File: src/rtl/rv32i_enc_pkg.sv
// Shared encoder types: descriptor alphabet, opcodes and funct helpers.
// Optional SLLI/SRLI support in the packer is enabled by RV_ENC_SHIFT_IMM_EN.
package rv32i_enc_pkg;

  localparam int unsigned INSTR_W = 32;
  localparam int unsigned CLASS_W = 2;
  localparam int unsigned ALUOP_W = 4;
  localparam int unsigned MEMW_W  = 2;
  localparam int unsigned REG_W   = 5;
  localparam int unsigned IMM_W   = 12;
  localparam int unsigned F3_W    = 3;
  localparam int unsigned F7_W    = 7;
  localparam int unsigned OPC_W   = 7;

  typedef enum logic [CLASS_W-1:0] {
    CLS_R     = 2'd0,
    CLS_OPIMM = 2'd1,
    CLS_STORE = 2'd2,
    CLS_LOAD  = 2'd3
  } enc_class_t;

  typedef enum logic [ALUOP_W-1:0] {
    ALU_ADD = 4'd0,
    ALU_SUB = 4'd1,
    ALU_AND = 4'd2,
    ALU_OR  = 4'd3,
    ALU_XOR = 4'd4,
    ALU_SLL = 4'd5,
    ALU_SRL = 4'd7
  } alu_op_t;

  typedef enum logic [MEMW_W-1:0] {
    WID_B = 2'd0,
    WID_H = 2'd1,
    WID_W = 2'd2
  } width_t;

  typedef enum logic [1:0] {
    S_IDLE  = 2'd0,
    S_RUN   = 2'd1,
    S_FLUSH = 2'd2
  } enc_state_t;

  typedef struct packed {
    enc_class_t       cls;
    alu_op_t          op;
    width_t           width;
    logic [REG_W-1:0] rd;
    logic [REG_W-1:0] rs1;
    logic [REG_W-1:0] rs2;
    logic [IMM_W-1:0] imm;
  } enc_desc_t;

  localparam logic [OPC_W-1:0]   OPC_OP    = 7'b0110011;
  localparam logic [OPC_W-1:0]   OPC_OPIMM = 7'b0010011;
  localparam logic [OPC_W-1:0]   OPC_STORE = 7'b0100011;
  localparam logic [OPC_W-1:0]   OPC_LOAD  = 7'b0000011;
  localparam logic [INSTR_W-1:0] NOP_INSTR = 32'h0000_0013;

  function automatic logic [F3_W-1:0] f3_of(input alu_op_t op);
    logic [F3_W-1:0] f3;
    case (op)
      ALU_SLL: f3 = 3'b001;
      ALU_XOR: f3 = 3'b100;
      ALU_SRL: f3 = 3'b101;
      ALU_OR:  f3 = 3'b110;
      ALU_AND: f3 = 3'b111;
      default: f3 = 3'b000;
    endcase
    return f3;
  endfunction

  function automatic logic [F7_W-1:0] f7_of(input alu_op_t op);
    return (op == ALU_SUB) ? 7'b0100000 : 7'b0000000;
  endfunction

endpackage

File: src/rtl/rv32i_field_packer.sv
// Combinational descriptor-to-instruction packer; illegal descriptors map to NOP.
// RV_ENC_SHIFT_IMM_EN adds SLLI/SRLI under the OPIMM class.
module rv32i_field_packer
  import rv32i_enc_pkg::*;
(
  input  enc_desc_t            i_desc,
  output logic [INSTR_W-1:0]   o_word_c,
  output logic                 o_illegal_c
);

  logic w_op_known;
  logic w_wid_ok;
  logic [F3_W-1:0] w_mem_f3;

  always_comb begin
    w_op_known = 1'b0;
    w_wid_ok   = 1'b0;
    w_mem_f3   = {1'b0, i_desc.width};
    case (i_desc.op)
      ALU_ADD, ALU_SUB, ALU_AND, ALU_OR, ALU_XOR, ALU_SLL, ALU_SRL: w_op_known = 1'b1;
      default: w_op_known = 1'b0;
    endcase
    case (i_desc.width)
      WID_B, WID_H, WID_W: w_wid_ok = 1'b1;
      default: w_wid_ok = 1'b0;
    endcase
  end

  always_comb begin
    o_word_c    = NOP_INSTR;
    o_illegal_c = 1'b0;
    case (i_desc.cls)
      CLS_R: begin
        if (w_op_known)
          o_word_c = {f7_of(i_desc.op), i_desc.rs2, i_desc.rs1, f3_of(i_desc.op), i_desc.rd, OPC_OP};
        else
          o_illegal_c = 1'b1;
      end
      CLS_OPIMM: begin
        case (i_desc.op)
          ALU_ADD, ALU_AND, ALU_OR, ALU_XOR:
            o_word_c = {i_desc.imm, i_desc.rs1, f3_of(i_desc.op), i_desc.rd, OPC_OPIMM};
`ifdef RV_ENC_SHIFT_IMM_EN
          // Shift amount lives in imm[4:0]; upper bits must be clear (no SRAI form)
          ALU_SLL, ALU_SRL: begin
            if (i_desc.imm[11:5] == 7'd0)
              o_word_c = {7'd0, i_desc.imm[4:0], i_desc.rs1, f3_of(i_desc.op), i_desc.rd, OPC_OPIMM};
            else
              o_illegal_c = 1'b1;
          end
`endif
          default: o_illegal_c = 1'b1;
        endcase
      end
      CLS_STORE: begin
        if (w_wid_ok)
          o_word_c = {i_desc.imm[11:5], i_desc.rs2, i_desc.rs1, w_mem_f3, i_desc.imm[4:0], OPC_STORE};
        else
          o_illegal_c = 1'b1;
      end
      default: begin
        if (w_wid_ok)
          o_word_c = {i_desc.imm, i_desc.rs1, w_mem_f3, i_desc.rd, OPC_LOAD};
        else
          o_illegal_c = 1'b1;
      end
    endcase
  end

endmodule

File: src/rtl/rv32i_instr_encoder.sv
// Streaming RV32I encoder: accepts descriptors, writes packed words to imem sequentially.
// Build with RV_ENC_SHIFT_IMM_EN to allow SLLI/SRLI through the OPIMM class.
module rv32i_instr_encoder
  import rv32i_enc_pkg::*;
#(
  parameter int unsigned ADDR_W    = 10,
  parameter int unsigned BASE_ADDR = 0
) (
  input  logic                clk,
  input  logic                rst_n,
  input  logic                start,
  input  logic [ADDR_W-1:0]   prog_len,
  input  logic                in_valid,
  output logic                in_ready,
  input  logic [CLASS_W-1:0]  in_class,
  input  logic [ALUOP_W-1:0]  in_alu_op,
  input  logic [MEMW_W-1:0]   in_width,
  input  logic [REG_W-1:0]    in_rd,
  input  logic [REG_W-1:0]    in_rs1,
  input  logic [REG_W-1:0]    in_rs2,
  input  logic [IMM_W-1:0]    in_imm,
  output logic                imem_we,
  output logic [ADDR_W-1:0]   imem_addr,
  output logic [INSTR_W-1:0]  imem_wdata,
  input  logic                imem_ready,
  output logic                busy,
  output logic                done,
  output logic                err
);

  enc_state_t          r_state, w_state_nxt;
  logic [ADDR_W-1:0]   r_count, w_count_nxt;
  logic [ADDR_W-1:0]   r_len, w_len_nxt;
  logic [ADDR_W-1:0]   r_addr, w_addr_nxt;
  logic [INSTR_W-1:0]  r_wdata, w_wdata_nxt;
  logic                r_we, w_we_nxt;
  logic                r_busy;
  logic                r_done, w_done_nxt;
  logic                r_err, w_err_nxt;

  enc_desc_t           w_desc;
  logic [INSTR_W-1:0]  w_word;
  logic                w_illegal;
  logic                w_accept;
  logic                w_wr_done;
  logic                w_in_ready;

  assign w_desc = '{cls:   enc_class_t'(in_class),
                    op:    alu_op_t'(in_alu_op),
                    width: width_t'(in_width),
                    rd:    in_rd,
                    rs1:   in_rs1,
                    rs2:   in_rs2,
                    imm:   in_imm};

  rv32i_field_packer u_packer (
    .i_desc      (w_desc),
    .o_word_c    (w_word),
    .o_illegal_c (w_illegal)
  );

  // Output register can take a new word when empty or draining this cycle
  assign w_in_ready = (r_state == S_RUN) && (r_count < r_len) && (!r_we || imem_ready);
  assign w_accept   = in_valid && w_in_ready;
  assign w_wr_done  = r_we && imem_ready;

  always_comb begin
    w_state_nxt = r_state;
    w_count_nxt = r_count;
    w_len_nxt   = r_len;
    w_addr_nxt  = r_addr;
    w_wdata_nxt = r_wdata;
    w_we_nxt    = r_we;
    w_done_nxt  = 1'b0;
    w_err_nxt   = r_err;

    if (w_wr_done) begin
      w_we_nxt   = 1'b0;
      w_addr_nxt = r_addr + ADDR_W'(1);
    end

    case (r_state)
      S_IDLE: begin
        if (start) begin
          w_count_nxt = '0;
          w_len_nxt   = prog_len;
          w_addr_nxt  = ADDR_W'(BASE_ADDR);
          w_err_nxt   = 1'b0;
          if (prog_len == '0) w_done_nxt = 1'b1;
          else                w_state_nxt = S_RUN;
        end
      end
      S_RUN: begin
        if (w_accept) begin
          w_wdata_nxt = w_word;
          w_we_nxt    = 1'b1;
          w_count_nxt = r_count + ADDR_W'(1);
          w_err_nxt   = r_err | w_illegal;
          if ((r_count + ADDR_W'(1)) == r_len) w_state_nxt = S_FLUSH;
        end
      end
      S_FLUSH: begin
        if (!r_we || imem_ready) begin
          w_state_nxt = S_IDLE;
          w_done_nxt  = 1'b1;
        end
      end
      default: w_state_nxt = S_IDLE;
    endcase
  end

  always_ff @(posedge clk) begin
    if (!rst_n) begin
      r_state <= S_IDLE;
      r_count <= '0;
      r_len   <= '0;
      r_addr  <= ADDR_W'(BASE_ADDR);
      r_wdata <= '0;
      r_we    <= 1'b0;
      r_busy  <= 1'b0;
      r_done  <= 1'b0;
      r_err   <= 1'b0;
    end else begin
      r_state <= w_state_nxt;
      r_count <= w_count_nxt;
      r_len   <= w_len_nxt;
      r_addr  <= w_addr_nxt;
      r_wdata <= w_wdata_nxt;
      r_we    <= w_we_nxt;
      r_busy  <= (w_state_nxt != S_IDLE);
      r_done  <= w_done_nxt;
      r_err   <= w_err_nxt;
    end
  end

  assign in_ready   = w_in_ready;
  assign imem_we    = r_we;
  assign imem_addr  = r_addr;
  assign imem_wdata = r_wdata;
  assign busy       = r_busy;
  assign done       = r_done;
  assign err        = r_err;

endmodule

File: config.mk
export PLATFORM = sky130hd
export DESIGN_NAME = rv32i_instr_encoder
export DESIGN_NICKNAME = d
export VERILOG_FILES = /design/src/rtl/rv32i_enc_pkg.sv /design/src/rtl/rv32i_field_packer.sv /design/src/rtl/rv32i_instr_encoder.sv
export SDC_FILE = /design/constraint.sdc
export NUM_CORES = 1
export LEC_CHECK = 0
export BUFFER_PORTS_ARGS = -buffer_cell sky130_fd_sc_hd__buf_2
export CAP_MARGIN = 40
export CORE_UTILIZATION = 38
export DETAILED_ROUTE_END_ITERATION = 7
export GPL_ROUTABILITY_DRIVEN = 0
export PLACE_DENSITY = 0.62
export RECOVER_POWER = 50
export REMOVE_ABC_BUFFERS = 1
export SLEW_MARGIN = 20
export SYNTH_ARGS = -nofsm -noshare
export SYNTH_HDL_FRONTEND = slang
export SYNTH_SLANG_ARGS = --single-unit
File: constraint.sdc
create_clock -name clk -period 2.7 [get_ports clk]
set_clock_uncertainty 0.2 [all_clocks]
set_input_delay 0.54 -clock clk [delete_from_list [all_inputs] [get_ports clk]]
set_output_delay 0.54 -clock clk [all_outputs]
set_load 0.02 [all_outputs]
== After elaboration in Yosys (flattened, before gate mapping) ==
Cells that the tools add are included.

* Word-level logic and storage cells: 82
* Register bits after elaboration: 68
* Output and inout bits: 47

* Add/sub/neg operators: 2
* Mux-type cells: 35
* Reductions and logical operators: 19
* Eq/ne operators: 15
* Bitwise logic cells: 1
* Order comparisons: 1

{| class="wikitable"
|+ Operators by type and width
! cell !! count
|-
| 32-bit two-way mux || 4
|-
| 32-bit one-hot mux with 3 select lines || 1
|-
| 10-bit two-way mux || 5
|-
| 10-bit by 1-bit adder with 10-bit output (second input constant) || 2
|-
| 10-bit one-hot mux with 2 select lines || 1
|-
| 3-bit one-hot mux with 5 select lines || 1
|-
| 1-bit two-way mux || 13
|-
| 4-bit by 3-bit == test with 1-bit output (second input constant) || 3
|-
| 10-bit == test || 1
|-
| 10-bit logical NOT || 1
|-
| 10-bit < comparator || 1
|-
| 2-bit two-way mux || 5
|-
| 4-bit by 2-bit == test with 1-bit output (second input constant) || 2
|-
| 7-bit OR reduction || 1
|-
| 2-bit by 1-bit == test with 1-bit output (second input constant) || 3
|-
| 2-bit == test (second input constant) || 3
|-
| 2-bit logical NOT || 3
|-
| 6-bit two-way mux || 1
|-
| 1-bit one-hot mux with 2 select lines || 3
|-
| 2-bit one-hot mux with 3 select lines || 1
|-
| 4-bit by 1-bit == test with 1-bit output (second input constant) || 1
|-
| 1-bit logical AND || 4
|-
| 4-bit logical NOT || 1
|-
| 2-bit != test (second input constant) || 2
|-
| other kinds (8) || 10
|}

== Longest topological paths before layout ==
* Depth after elaboration: 8
* Mapped depth: 10

== Modules after synthesis ==
From an unflattened synthesis, not the netlist that was laid out.

* Cells, all modules: 460
* Area, all modules: 3965.1 µm²

{| class="wikitable"
|+ By module, submodules not included
! module !! cells each !! area an instance (µm²) !! times used !! sequential area each (µm²)
|-
| rv32i_instr_encoder || 367 || 3355.7 || 1 || 1361.3
|-
| rv32i_field_packer || 93 || 609.3 || 1 || 0.0
|}

== Worst setup path after synthesis ==
No wires, ideal clock.

* Kind: reg2reg
* Start point: register r_len[9]
* End point: register r_state[0]
* Slack: 0.362 ns
* Setup time: 0.115 ns
* Path buffers: 0
* Arrival: 2.023 ns
* Stages on the path, launching flop included: 8
* Path through: dfxtp_1 inv_1 ha_1 a221oi_1 and4b_1 a21oi_2 or4b_1 and3_1

* Cells in the longest elaborated chain, start to end: 6

{| class="wikitable"
|+ RTL lines
! item !! line !! text
|-
| start: declaration || rv32i_instr_encoder.sv:33 || <nowiki>logic [ADDR_W-1:0] r_len, w_len_nxt;</nowiki>
|-
| start signal: assignment || rv32i_instr_encoder.sv:126 || <nowiki>r_len <= w_len_nxt;</nowiki>
|-
| 10-bit < comparator || rv32i_instr_encoder.sv:63 || <nowiki>assign w_in_ready = (r_state == S_RUN) && (r_count < r_len) && (!r_we || imem_ready);</nowiki>
|-
| 1-bit logical AND (2 in series) || rv32i_instr_encoder.sv:63 ||
|-
| 1-bit logical AND || rv32i_instr_encoder.sv:64 || <nowiki>assign w_accept = in_valid && w_in_ready;</nowiki>
|-
| 2-bit two-way mux (*) || rv32i_instr_encoder.sv:94 || <nowiki>if (w_accept) begin</nowiki>
|-
| 2-bit one-hot mux with 3 select lines (*) || rv32i_instr_encoder.sv:82 || <nowiki>case (r_state)</nowiki>
|-
| end signal: assignment || rv32i_instr_encoder.sv:124 || <nowiki>r_state <= w_state_nxt;</nowiki>
|-
| end: declaration || rv32i_instr_encoder.sv:31 || <nowiki>enc_state_t r_state, w_state_nxt;</nowiki>
|}

Every way passes the cells marked *; elsewhere a longest branch is shown, timed or not.
A chain may end at the register's enable or synchronous reset.

== Worst setup path in the final report ==
* Start point: register r_count[0]
* End point: output in_ready

* Cells in the longest elaborated chain, start to end: 3

{| class="wikitable"
|+ RTL lines
! item !! line !! text
|-
| start: declaration || rv32i_instr_encoder.sv:32 || <nowiki>logic [ADDR_W-1:0] r_count, w_count_nxt;</nowiki>
|-
| start signal: assignment || rv32i_instr_encoder.sv:125 || <nowiki>r_count <= w_count_nxt;</nowiki>
|-
| 10-bit < comparator || rv32i_instr_encoder.sv:63 ||
|-
| 1-bit logical AND (2 in series) || rv32i_instr_encoder.sv:63 ||
|-
| end: declaration || rv32i_instr_encoder.sv:14 || <nowiki>output logic in_ready,</nowiki>
|}

Every way passes these cells.

==> impl_metrics.sql <==
INSERT INTO impl_metrics (metric_group, metric, value, unit) VALUES
('sta', 'slew_headroom', '0.524', ''),
('drt', 'drt_first_iter_violations', '210', ''),
('clock_network', 'path_clk_slew', '0.08', 'ns'),
('global_route', 'antenna_found_initial', '0', ''),
('synth', 'mappedNetlistArea', '0.00329', 'mm²'),
('clock_network', 'holdBufCountCts', '0', ''),
('synth', 'synth-warning-count', '0', ''),
('power', 'p_int', '1.56', 'mW'),
('worst_setup_path', 'critPathCapture', 'in_ready', ''),
('synth', 'synth.area.top_cells', 'sky130_fd_sc_hd__dfxtp_1, sky130_fd_sc_hd__nand2_1, sky130_fd_sc_hd__a21boi_0, sky130_fd_sc_hd__ha_1, sky130_fd_sc_hd__nor2_1', ''),
('synth', 'synth_top_area_cell', 'sky130_fd_sc_hd__dfxtp_1', ''),
('global_route', 'grt-ovfl-total', '0', ''),
('global_route', 'globalRouteTotalUtil', '0.187', ''),
('drt', 'number_of_search_and_repair_iterations_in_the_first_detailed_routing_pass', '4', ''),
('clock_network', 'ctsHtreeMaxLevel', '3', ''),
('sta', 'setup-violations-final', '0', ''),
('worst_setup_path', 'r2r_cells', '7', ''),
('global_route', 'vias_in_the_first_global_route', '2764', ''),
('final_layout', 'fin_nets', '554', ''),
('synth', 'yosysMostFrequentCell', 'sky130_fd_sc_hd__dfxtp_1', ''),
('power', 'power.net_switching', '0.667', 'mW'),
('place', 'post-place-cells', '585', ''),
('outcome', 'run_status', 'completed', ''),
('place', 'placedInstanceArea', '0.00386', 'mm²'),
('sta', 'unrepaired_setup_endpoints_after_global_routing', 'false', ''),
('worst_setup_path', 'worst-endpoint-arrival', '1.86', 'ns'),
('clock_network', 'cts_made_buffers', '9', ''),
('worst_setup_path', 'critical_path_peak_fanout', '4', ''),
('clock_network', 'root_buffer', 'sky130_fd_sc_hd__clkbuf_8', ''),
('sta', 'report.final.slew_viol_count', '0', ''),
('clock_network', 'ctsLongestPathBuffers', '2', ''),
('floorplanning', 'num_rows', '33', ''),
('floorplanning', 'fp.dieW', '95.1', 'µm'),
('sta', 'tightestPinTransition', '0.714', 'ns'),
('drt', 'wl_per_cell', '13.6', 'µm'),
('synth', 'synth_edf_count', '0', ''),
('final_layout', 'final-instance-count-excl-fill', '602', ''),
('synth', 'ys.flop_type', 'sky130_fd_sc_hd__dfxtp_1', ''),
('power', 'powerDensity', '548', 'mW/mm²'),
('place', 'io_buffers', '93', ''),
('worst_setup_path', 'ff2ff_setup_slack', '0.20', 'ns'),
('worst_setup_path', 'timing.setup.critical_path_class', 'reg2out', ''),
('synth', 'postSynth.asyncResetShare', '0', ''),
('global_route', 'maximum_number_of_pins_on_one_net_before_global_route_repair', '44', ''),
('worst_setup_path', 'worstPathCellList', 'buf_4, inv_1, ha_2, nor2b_4, o211ai_1, a211o_1, nand4b_1, nand2_1, buf_6', ''),
('worst_setup_path', 'data_required_time_of_the_worst_path', '1.96', 'ns'),
('worst_setup_path', 'worstSetupEndpointType', 'output pin', ''),
('final_layout', 'synth_to_final_area_change', '23.3', '%'),
('floorplanning', 'design.die.area', '0.00904', 'mm²'),
('floorplanning', 'die_y', '95.1', 'µm'),
('final_layout', 'drive_gt1_frac', '0.189', ''),
('final_layout', 'antennaDiodeCount', '0', ''),
('drt', 'postRouteAntennaNets', '0', ''),
('synth', 'synth_cell_type_count', '44', ''),
('power', 'p_sw_frac', '0.300', ''),
('synth', 'synth_area_per_cell', '8.29', 'µm²'),
('clock_network', 'numClockSinks', '64', ''),
('synth', 'netlist.area_leader.share', '0.389', ''),
('worst_setup_path', 'r2r-end', 'r_state[0]$_SDFF_PN0_', ''),
('sta', 'hold_violations', '0', ''),
('sta', 'final_min_period_over_clock_period', '0.962', ''),
('final_layout', 'fillCellCount', '834', ''),
('power', 'flop_pwr_share', '0.456', ''),
('synth', 'synth.top_cells.by_count', 'sky130_fd_sc_hd__dfxtp_1, sky130_fd_sc_hd__nand2_1, sky130_fd_sc_hd__nor2_1', ''),
('power', 'leakagePower', '1.73', 'nW'),
('synth', 'synthCells', '397', ''),
('final_layout', 'non_filler_cell_area_final', '0.00406', 'mm²'),
('worst_setup_path', 'critical_path.max_stage_delay', '0.33', 'ns'),
('drt', 'routed-via-count', '3118', ''),
('floorplanning', 'core_area', '0.00830', 'mm²'),
('sta', 'timing.setup.tns', '0', 'ns');
cells in the final DEF (no fill, tap or decap), types with 4 or more instances in the layout:
| cell type | instances |
|---|---|
| sky130_fd_sc_hd__xnor2_1 | 12 |
| sky130_fd_sc_hd__clkbuf_8 | 9 |
| sky130_fd_sc_hd__nand2_1 | 62 |
| sky130_fd_sc_hd__o21a_1 | 4 |
| sky130_fd_sc_hd__nor2_1 | 37 |
| sky130_fd_sc_hd__clkbuf_1 | 36 |
| sky130_fd_sc_hd__buf_2 | 57 |
| sky130_fd_sc_hd__xor2_1 | 9 |
| sky130_fd_sc_hd__o21ai_0 | 4 |
| sky130_fd_sc_hd__o211a_1 | 4 |
| sky130_fd_sc_hd__a21oi_1 | 11 |
| sky130_fd_sc_hd__buf_4 | 11 |
| sky130_fd_sc_hd__nand4_1 | 4 |
| sky130_fd_sc_hd__nor3b_1 | 13 |
| sky130_fd_sc_hd__nor4_1 | 9 |
| sky130_fd_sc_hd__and2_1 | 5 |
| sky130_fd_sc_hd__ha_1 | 10 |
| sky130_fd_sc_hd__nand3_1 | 20 |
| sky130_fd_sc_hd__and3_1 | 13 |
| sky130_fd_sc_hd__a211o_1 | 7 |
| sky130_fd_sc_hd__inv_1 | 13 |
| sky130_fd_sc_hd__nor2b_1 | 4 |
| sky130_fd_sc_hd__a221oi_1 | 11 |
| sky130_fd_sc_hd__dfxtp_1 | 61 |
| sky130_fd_sc_hd__a21boi_0 | 25 |
| sky130_fd_sc_hd__a21o_1 | 4 |
registers in the layout (all words and copies together), names as in the netlist:
register    cells
imem_wdata     28
r_len          10
r_count        10
busy            1
imem_we         1
imem_addr      10
done            1
r_state         2
err             1
routing by layer:
metal | vias to the layer above | GRT usage | wire, µm
met3 | 9 | 0.0478 | 430
met2 | 90 | 0.290 | 3740
met5 | - | 0 | 0
met1 | 1438 | 0.254 | 3940
met4 | 0 | 0.0619 | 93
li1 | 1581 | - | -
logic make-up after synthesis:
kind of cell,share of synthesized area
compound gates,0.183
other cells,0.00114
simple gates,0.276
flops,0.389
fa+ha+maj,0.0456
xor+xnor,0.0559
buf+inv,0.0491
through the flow:
step	total power, mW	util	worst slack, ns
floorplan	1.24	-	-0.0336
global placement	1.38	0.466	0.237
detailed placement	1.38	0.466	0.217
CTS	2.24	0.490	0.0453
global route	2.33	0.489	0.0150
finish	2.22	0.489	0.102
power groups by stage:
stage               logic [mW]  clock network [mW]  registers, mW
floorplan                0.169                   0           1.07
global placement         0.349                   0           1.03
detailed placement       0.350                   0           1.03
CTS                      0.352               0.874           1.01
global route             0.390               0.925           1.02
finish                   0.353               0.858           1.01
final cells by class:
type / instances / share of cell area
multi-input cells: 299 / 0.463
flip-flops and latches: 64 / 0.317
clock inverters: 7 / 0.0188
repair buffers: 105 / 0.127
clock buffers: 9 / 0.0305
well taps: 105 / 0.0324
inverters: 13 / 0.0120
critical path: cells and delay by family (launching register included):
kind / cells / cell delay, ns
AO/OA/AOI/OAI: 2 / 0.41
flip-flops: 1 / 0.33
buffers and inverters: 3 / 0.30
AND/OR/NAND/NOR: 3 / 0.27
adder cells (fa/ha/maj): 1 / 0.19
worst min-delay path by stage:
stage                                            from                     endpoint  slack (ns)  cells past startpoint
after floorplan                 r_len[0]$_SDFFE_PN0P_        r_len[0]$_SDFFE_PN0P_        0.25                      2
after global placement     imem_wdata[5]$_SDFFE_PN0P_   imem_wdata[5]$_SDFFE_PN0P_        0.25                      2
after detailed placement  imem_wdata[25]$_SDFFE_PN0P_  imem_wdata[25]$_SDFFE_PN0P_        0.26                      2
after CTS                                   in_imm[7]  imem_wdata[27]$_SDFFE_PN0P_        0.24                      3
after global routing                        in_rs1[2]  imem_wdata[17]$_SDFFE_PN0P_        0.23                      3
final                                     prog_len[8]        r_len[8]$_SDFFE_PN0P_        0.25                      3
timing repair:
item	in CTS	in global routing
resized for setup	0	9
setup buffers	0	2
endpoints found under the setup margin	0	1
Note: power is estimated with default switching activity, not from simulation.
